### src/rtl/rggen_maskable_access_initiator.sv
// rggen_maskable_access_initiator: rggen register-bus initiator for maskable registers, writes packed as {mask, data}.
// Optional request timeout enabled by defining RGGEN_MASKABLE_ACCESS_TIMEOUT_EN.
`ifndef RGGEN_READ
`define RGGEN_READ 2'b10
`endif
`ifndef RGGEN_WRITE
`define RGGEN_WRITE 2'b11
`endif
`ifndef RGGEN_OKAY
`define RGGEN_OKAY 2'b00
`endif
`ifndef RGGEN_SLAVE_ERROR
`define RGGEN_SLAVE_ERROR 2'b10
`endif
module rggen_maskable_access_initiator #(
  parameter int ADDRESS_WIDTH  = 8,
  parameter int BUS_WIDTH      = 32,
  parameter int TIMEOUT_CYCLES = 256
) (
  input  logic                     i_clk,
  input  logic                     i_rst,
  input  logic                     i_command_valid,
  output logic                     o_command_ready,
  input  logic                     i_command_write,
  input  logic [ADDRESS_WIDTH-1:0] i_command_address,
  input  logic [BUS_WIDTH/2-1:0]   i_command_data,
  input  logic [BUS_WIDTH/2-1:0]   i_command_mask,
  output logic                     o_response_valid,
  input  logic                     i_response_ready,
  output logic [1:0]               o_response_status,
  output logic [BUS_WIDTH/2-1:0]   o_response_data,
  output logic                     o_register_valid,
  output logic [1:0]               o_register_access,
  output logic [ADDRESS_WIDTH-1:0] o_register_address,
  output logic [BUS_WIDTH-1:0]     o_register_write_data,
  output logic [BUS_WIDTH-1:0]     o_register_strobe,
  input  logic                     i_register_ready,
  input  logic [1:0]               i_register_status,
  input  logic [BUS_WIDTH-1:0]     i_register_read_data
);
  localparam int HALF_WIDTH = BUS_WIDTH / 2;
  typedef enum logic [1:0] {IDLE, REQUEST, RESPONSE} state_t;
  state_t                   state_q, state_d;
  logic                     register_valid_q, register_valid_d;
  logic [1:0]               access_q, access_d;
  logic [ADDRESS_WIDTH-1:0] address_q, address_d;
  logic [BUS_WIDTH-1:0]     write_data_q, write_data_d;
  logic [BUS_WIDTH-1:0]     strobe_q, strobe_d;
  logic                     response_valid_q, response_valid_d;
  logic [1:0]               status_q, status_d;
  logic [HALF_WIDTH-1:0]    data_q, data_d;
  logic                     timeout;
  logic                     unused_read_data;
  assign unused_read_data = ^i_register_read_data[BUS_WIDTH-1:HALF_WIDTH];
`ifdef RGGEN_MASKABLE_ACCESS_TIMEOUT_EN
  localparam int CW = $clog2(TIMEOUT_CYCLES);
  logic [CW-1:0] count_q, count_d;
  // Count is held at zero outside REQUEST, so it is already clear on entry.
  assign count_d = (state_q == REQUEST) ? count_q + CW'(1) : '0;
  assign timeout = count_q == CW'(TIMEOUT_CYCLES - 1);
  always_ff @(posedge i_clk) count_q <= i_rst ? '0 : count_d;
`else
  localparam int unused_timeout_cycles = TIMEOUT_CYCLES;
  assign timeout = 1'b0;
`endif
  assign o_command_ready       = state_q == IDLE;
  assign o_register_valid      = register_valid_q;
  assign o_register_access     = access_q;
  assign o_register_address    = address_q;
  assign o_register_write_data = write_data_q;
  assign o_register_strobe     = strobe_q;
  assign o_response_valid      = response_valid_q;
  assign o_response_status     = status_q;
  assign o_response_data       = data_q;
  always_comb begin
    state_d          = state_q;
    register_valid_d = register_valid_q;
    access_d         = access_q;
    address_d        = address_q;
    write_data_d     = write_data_q;
    strobe_d         = strobe_q;
    response_valid_d = response_valid_q;
    status_d         = status_q;
    data_d           = data_q;
    case (state_q)
      IDLE: if (i_command_valid) begin
        state_d          = REQUEST;
        register_valid_d = 1'b1;
        access_d         = i_command_write ? `RGGEN_WRITE : `RGGEN_READ;
        address_d        = i_command_address;
        write_data_d     = i_command_write ? {i_command_mask, i_command_data} : '0;
        strobe_d         = i_command_write ? '1 : '0;
      end
      REQUEST: if (i_register_ready || timeout) begin
        state_d          = RESPONSE;
        register_valid_d = 1'b0;
        response_valid_d = 1'b1;
        status_d         = i_register_ready ? i_register_status : `RGGEN_SLAVE_ERROR;
        data_d           = (i_register_ready && access_q == `RGGEN_READ) ? i_register_read_data[HALF_WIDTH-1:0] : '0;
      end
      RESPONSE: if (i_response_ready) begin
        state_d          = IDLE;
        response_valid_d = 1'b0;
      end
      default: state_d = IDLE;
    endcase
  end
  always_ff @(posedge i_clk) begin
    if (i_rst) begin
      state_q          <= IDLE;
      register_valid_q <= 1'b0;
      access_q         <= '0;
      address_q        <= '0;
      write_data_q     <= '0;
      strobe_q         <= '0;
      response_valid_q <= 1'b0;
      status_q         <= '0;
      data_q           <= '0;
    end else begin
      state_q          <= state_d;
      register_valid_q <= register_valid_d;
      access_q         <= access_d;
      address_q        <= address_d;
      write_data_q     <= write_data_d;
      strobe_q         <= strobe_d;
      response_valid_q <= response_valid_d;
      status_q         <= status_d;
      data_q           <= data_d;
    end
  end
endmodule

### config.mk
export PLATFORM = sky130hd
export DESIGN_NAME = rggen_maskable_access_initiator
export DESIGN_NICKNAME = d
export VERILOG_FILES = /design/src/rtl/rggen_maskable_access_initiator.sv
export SDC_FILE = /design/constraint.sdc
export NUM_CORES = 1
export LEC_CHECK = 0
export ABC_AREA = 1
export BUFFER_PORTS_ARGS = -buffer_cell sky130_fd_sc_hd__buf_4
export CELL_PAD_IN_SITES_DETAIL_PLACEMENT = 1
export CELL_PAD_IN_SITES_GLOBAL_PLACEMENT = 1
export CORE_MARGIN = 2
export CORE_UTILIZATION = 31
export DETAILED_ROUTE_END_ITERATION = 8
export HOLD_SLACK_MARGIN = 0.06
export PLACE_DENSITY_LB_ADDON = 0.3
export SETUP_SLACK_MARGIN = 0.1
export SYNTH_ARGS = -nofsm -noshare
export SYNTH_HDL_FRONTEND = slang
export SYNTH_SLANG_ARGS = --single-unit
### constraint.sdc
create_clock -name i_clk -period 3 [get_ports i_clk]
set_input_delay 0.45 -clock i_clk [delete_from_list [all_inputs] [get_ports i_clk]]
set_output_delay 0.45 -clock i_clk [all_outputs]
set_load 0.05 [all_outputs]
Word-level counts from Yosys, hierarchy flattened
Index checks and enable logic that the tools add are counted.
{"block": "word_totals", "register_bits": 96, "input_bits": 80, "output_inout_bits": 95, "elab_cells": 38}
{"block": "op_classes", "n_eq_ne": 6, "n_mux": 14, "reduce_logical": 9}
{"op": "$mux W32", "count": 2}
{"op": "$mux W16", "count": 1}
{"op": "$reduce_and A3 Y1", "count": 3}
{"op": "$mux W2", "count": 3}
{"op": "$ne A2 B2 Y1 const B", "count": 3}
{"op": "$pmux W2 S3", "count": 1}
{"op": "$mux W1", "count": 5}
{"op": "$eq A2 B2 Y1 const B", "count": 2}
{"op": "$pmux W1 S2", "count": 2}
{"op": "$reduce_and A2 Y1", "count": 2}
{"op": "$reduce_bool A2 Y1", "count": 2}
{"op": "$eq A2 B1 Y1 const B", "count": 1}
{"op": "$logic_not A2 Y1", "count": 1}
{"op": "$logic_and A1 B1 Y1", "count": 1}

Depth between registers and ports, before layout
{"block": "logic_depth", "word_depth": 3, "depth_mapped": 7, "mapped_depth_nobuf": 6}

Least setup slack after synthesis
Ideal clock, no wire load.
{"block": "synth_path", "path_type": "reg-to-reg", "from": "reg access_q[0] (netlist: o_register_access[0])", "to": "reg data_q[5] (netlist: o_response_data[5])", "setup_time_ps": 128, "arrival_time_ps": 1892, "required_time_ps": 2872, "path_slack_ps": 980, "path_stages_with_launch": 7, "path_buffers": 1, "period_less_slack_ps": 2020, "path_cell_list": "dfxtp_1 > inv_1 > buf_2 > nand4_1 > nor2_1 > nor2_1 > nor2_1"}
{"block": "synth_between", "elab_chain_cells": 3}
{"element": "start, declared", "line": "45", "source": "logic [1:0] access_q, access_d;"}
{"element": "start signal, assigned", "line": "122", "source": "access_q <= access_d;"}
{"element": "$eq A2 B2 Y1 (no line)"}
{"element": "$logic_and A1 B1 Y1 (no line)"}
{"element": "$mux W16", "line": "99", "source": "data_d = (i_register_ready && access_q == `RGGEN_READ) ? i_register_read_data[HALF_WIDTH-1:0] : '0;"}
{"element": "end signal, assigned", "line": "128", "source": "data_q <= data_d;"}
{"element": "end, declared", "line": "51", "source": "logic [HALF_WIDTH-1:0] data_q, data_d;"}
Every way passes these cells.
A chain may end at the register's enable or synchronous reset.

==> flow_summary.json <==
{
  "status": "completed",
  "cp_common_cell": "buf_4",
  "endpoint_kind": "primary output",
  "drc_errors": 0,
  "clockPowerShare": 0.318,
  "setup-tns-final_ns": 0,
  "min_period_over_period": 0.6510,
  "numCtsBuffers": 9,
  "grt_pass1_vias": 2783,
  "cts_buffer_depth": 2,
  "n_antenna_cell": 0,
  "drtIter0Drc": 79,
  "syn_nets": 450,
  "r2r_end": "o_register_access[0]",
  "routedWlPerCell_um": 14.62,
  "crit_cells": 2,
  "cp_max_fo": 18,
  "synth_seq_area_share": 0.4559,
  "die_area_um2": 9843,
  "cts_setup_buffers": 0,
  "power_density_nw_per_um2": 534.5,
  "syn_avg_cell_area_um2": 7.595,
  "track_usage": 0.1723,
  "hold_viol": 0,
  "portBuffers": 158,
  "hold_class": "in2reg",
  "htreeDepth": 3,
  "slowest_delay_ns": 0.65,
  "maxCapViolations": 0,
  "worstPathRequired_ns": 2.55,
  "io-pin-count": 175,
  "drtPass1Iterations": 4,
  "area_growth_pct": 39.67,
  "clock_skew_ns": 0.01477,
  "worstPathArrival_ns": 1.50,
  "routed_wirelength_um": 8642,
  "ir_drop_mv": 0.2216,
  "drv_slew": 0,
  "nNetsFinal": 558,
  "power_frac_comb": 0.247,
  "max_freq_mhz": 512.0,
  "cts_hold_buf": 0,
  "start_kind": "flop",
  "r2r_start": "state_q[0]",
  "critical_path_class": "reg2out",
  "start_util": 0.3207,
  "globalRouteOverflowTotal": 0,
  "fp.dieH_um": 99.21,
  "slowest_stage": "dfxtp_1",
  "rows": 34,
  "gp_congestion": 0.7100,
  "grt_pass1_wl_um": 13700,
  "synth_warnings": 0,
  "clk_pin_slew_ns": 0.08,
  "path_cells": "buf_4, buf_4",
  "crit_path_end": "o_register_strobe[1]",
  "drive_above_1_share": 0.3913,
  "fin_crit_ns": 1.953,
  "slew_headroom": 0.5238,
  "ctsResizeCount": 0,
  "antenna_found_initial": 0,
  "cts_tree": "done",
  "yosys.area.top_type": "dfxtp_1",
  "ys_types": 16,
  "die_w_um": 99.21,
  "power_leakage_uw": 0.001803,
  "crit_buf_inv": 2,
  "post-dp-hpwl_um": 5843,
  "finalSetupViolCount": 0,
  "syn_area_um2": 2810,
  "clock_latency_ns": 0.34,
  "rsz0062_at_grt": "false",
  "crit_start": "o_register_access[0]",
  "clock-sinks": 64,
  "ys_seq_elements": 64,
  "dr_total_vias": 2870,
  "regToRegSetupSlack_ns": 1.19,
  "synthDominantCellAreaShare": 0.4559,
  "grt_max_degree": 65,
  "root_buffer": "clkbuf_8",
  "hold_slack_ns": 0.3555,
  "cp_top_family": "flip-flops",
  "power.internal_uw": 1364,
  "worst_r2r_path_depth": 5,
  "ant_nets": 0,
  "coreArea_um2": 8763,
  "power_frac_seq": 0.435,
  "synth_area_leaders": "dfxtp_1 46%, nand4_1 11%, buf_4 10%, nand2_1 9.3%, a21oi_1 8.4%",
  "power.switching_uw": 733.6,
  "switching_share": 0.3497,
  "worst_pin_slew_ns": 0.7142,
  "vias_per_cell": 4.856,
  "postSynthCellCount": 370
}
==> placed cells by master (no fill, tap or decap), types with 3 or more instances in the layout <==
| cell type | Yosys | final |
|---|---|---|
| nor2_1 | 50 | 50 |
| inv_1 | 9 | 9 |
| nand2_1 | 70 | 70 |
| a21oi_1 | 47 | 47 |
| clkinvlp_4 | 0 | 3 |
| dfxtp_1 | 64 | 64 |
| inv_2 | 11 | 11 |
| buf_4 | 38 | 160 |
| clkbuf_8 | 0 | 10 |
| nand4_1 | 50 | 50 |
==> routing by layer <==
layer / vias to the layer above / share of wire / GRT usage
li1: 1404 / - / -
met2: 109 / 0.48 / 0.2926
met1: 1350 / 0.42 / 0.2033
met5: - / 0 / 0
met4: 0 / 0.0087 / 0.05058
met3: 7 / 0.090 / 0.06465
==> cell type report <==
type	count	area, um2
Fill cell	1103	4838
Sequential cell	64	1281
Timing Repair Buffer	160	1201
Multi-Input combinational cell	223	1059
Clock buffer	11	141.4
Tap cell	108	135.1
Inverter	20	75.07
Clock inverter	5	32.53
==> worst min path at each step <==
stage                                         start                   endpoint  slack, ns  cells after the start
after floorplan                          state_q[1]                 state_q[1]       0.53                      2
after global placement    o_register_write_data[11]  o_register_write_data[11]       0.45                      2
after detailed placement       o_response_status[1]       o_response_status[1]       0.46                      2
after CTS                      i_command_address[7]      o_register_address[7]       0.34                      3
after global routing           i_command_address[2]      o_register_address[2]       0.34                      3
final                          i_command_address[7]      o_register_address[7]       0.36                      3
==> stage by stage <==
stage / power (uW) / instances / utilization / instance area (um2) / worst slack [ns]
finish: 2098 / 591 / 0.4479 / 3925 / 1.047
global route: 2201 / 591 / 0.4479 / 3925 / 0.9067
CTS: 2142 / 591 / 0.4479 / 3925 / 0.9898
detailed placement: 1454 / 575 / 0.4280 / 3751 / 1.163
global placement: 1449 / 575 / 0.4280 / 3751 / 1.171
floorplan: 1309 / 370 / - / 2810 / 0.9801
==> kinds of logic after synthesis <==
| kind of cell | after synthesis | synth area share |
|---|---|---|
| buffers and inverters | 83 | 0.1674 |
| DFF | 64 | 0.4559 |
| and+or+nand+nor | 176 | 0.2930 |
| AOI/OAI and AO/OA | 47 | 0.08371 |
==> sequential cells by signal, summed over array words and instances, names as in the netlist <==
signal	flops
o_register_address	8
o_register_valid	1
o_register_write_data	32
state_q	2
o_response_valid	1
o_register_access	2
o_response_data	16
o_response_status	2
==> Yosys cell counts (all sizes together) <==
cell type	count
inv	20
nor2	51
clkbuf	11
a21oi	47
nand2	71
nand4	50
dfxtp	64
nand3b	2
nand3	2
buf	52
==> tightest hold or removal path, stage by stage <==
cell and delay, ns:
buf_4 0.07, nand2_1 0.04, a21oi_1 0.10
==> power groups by stage <==
stage               clock network (uW)  registers [uW]  logic, uW
floorplan                            0            1030        274
CTS                                707             913        523
global route                       733             918        549
detailed placement                   0             932        522
global placement                     0             930        518
finish                             668             913        518
Power figures use the tool's default switching activity.
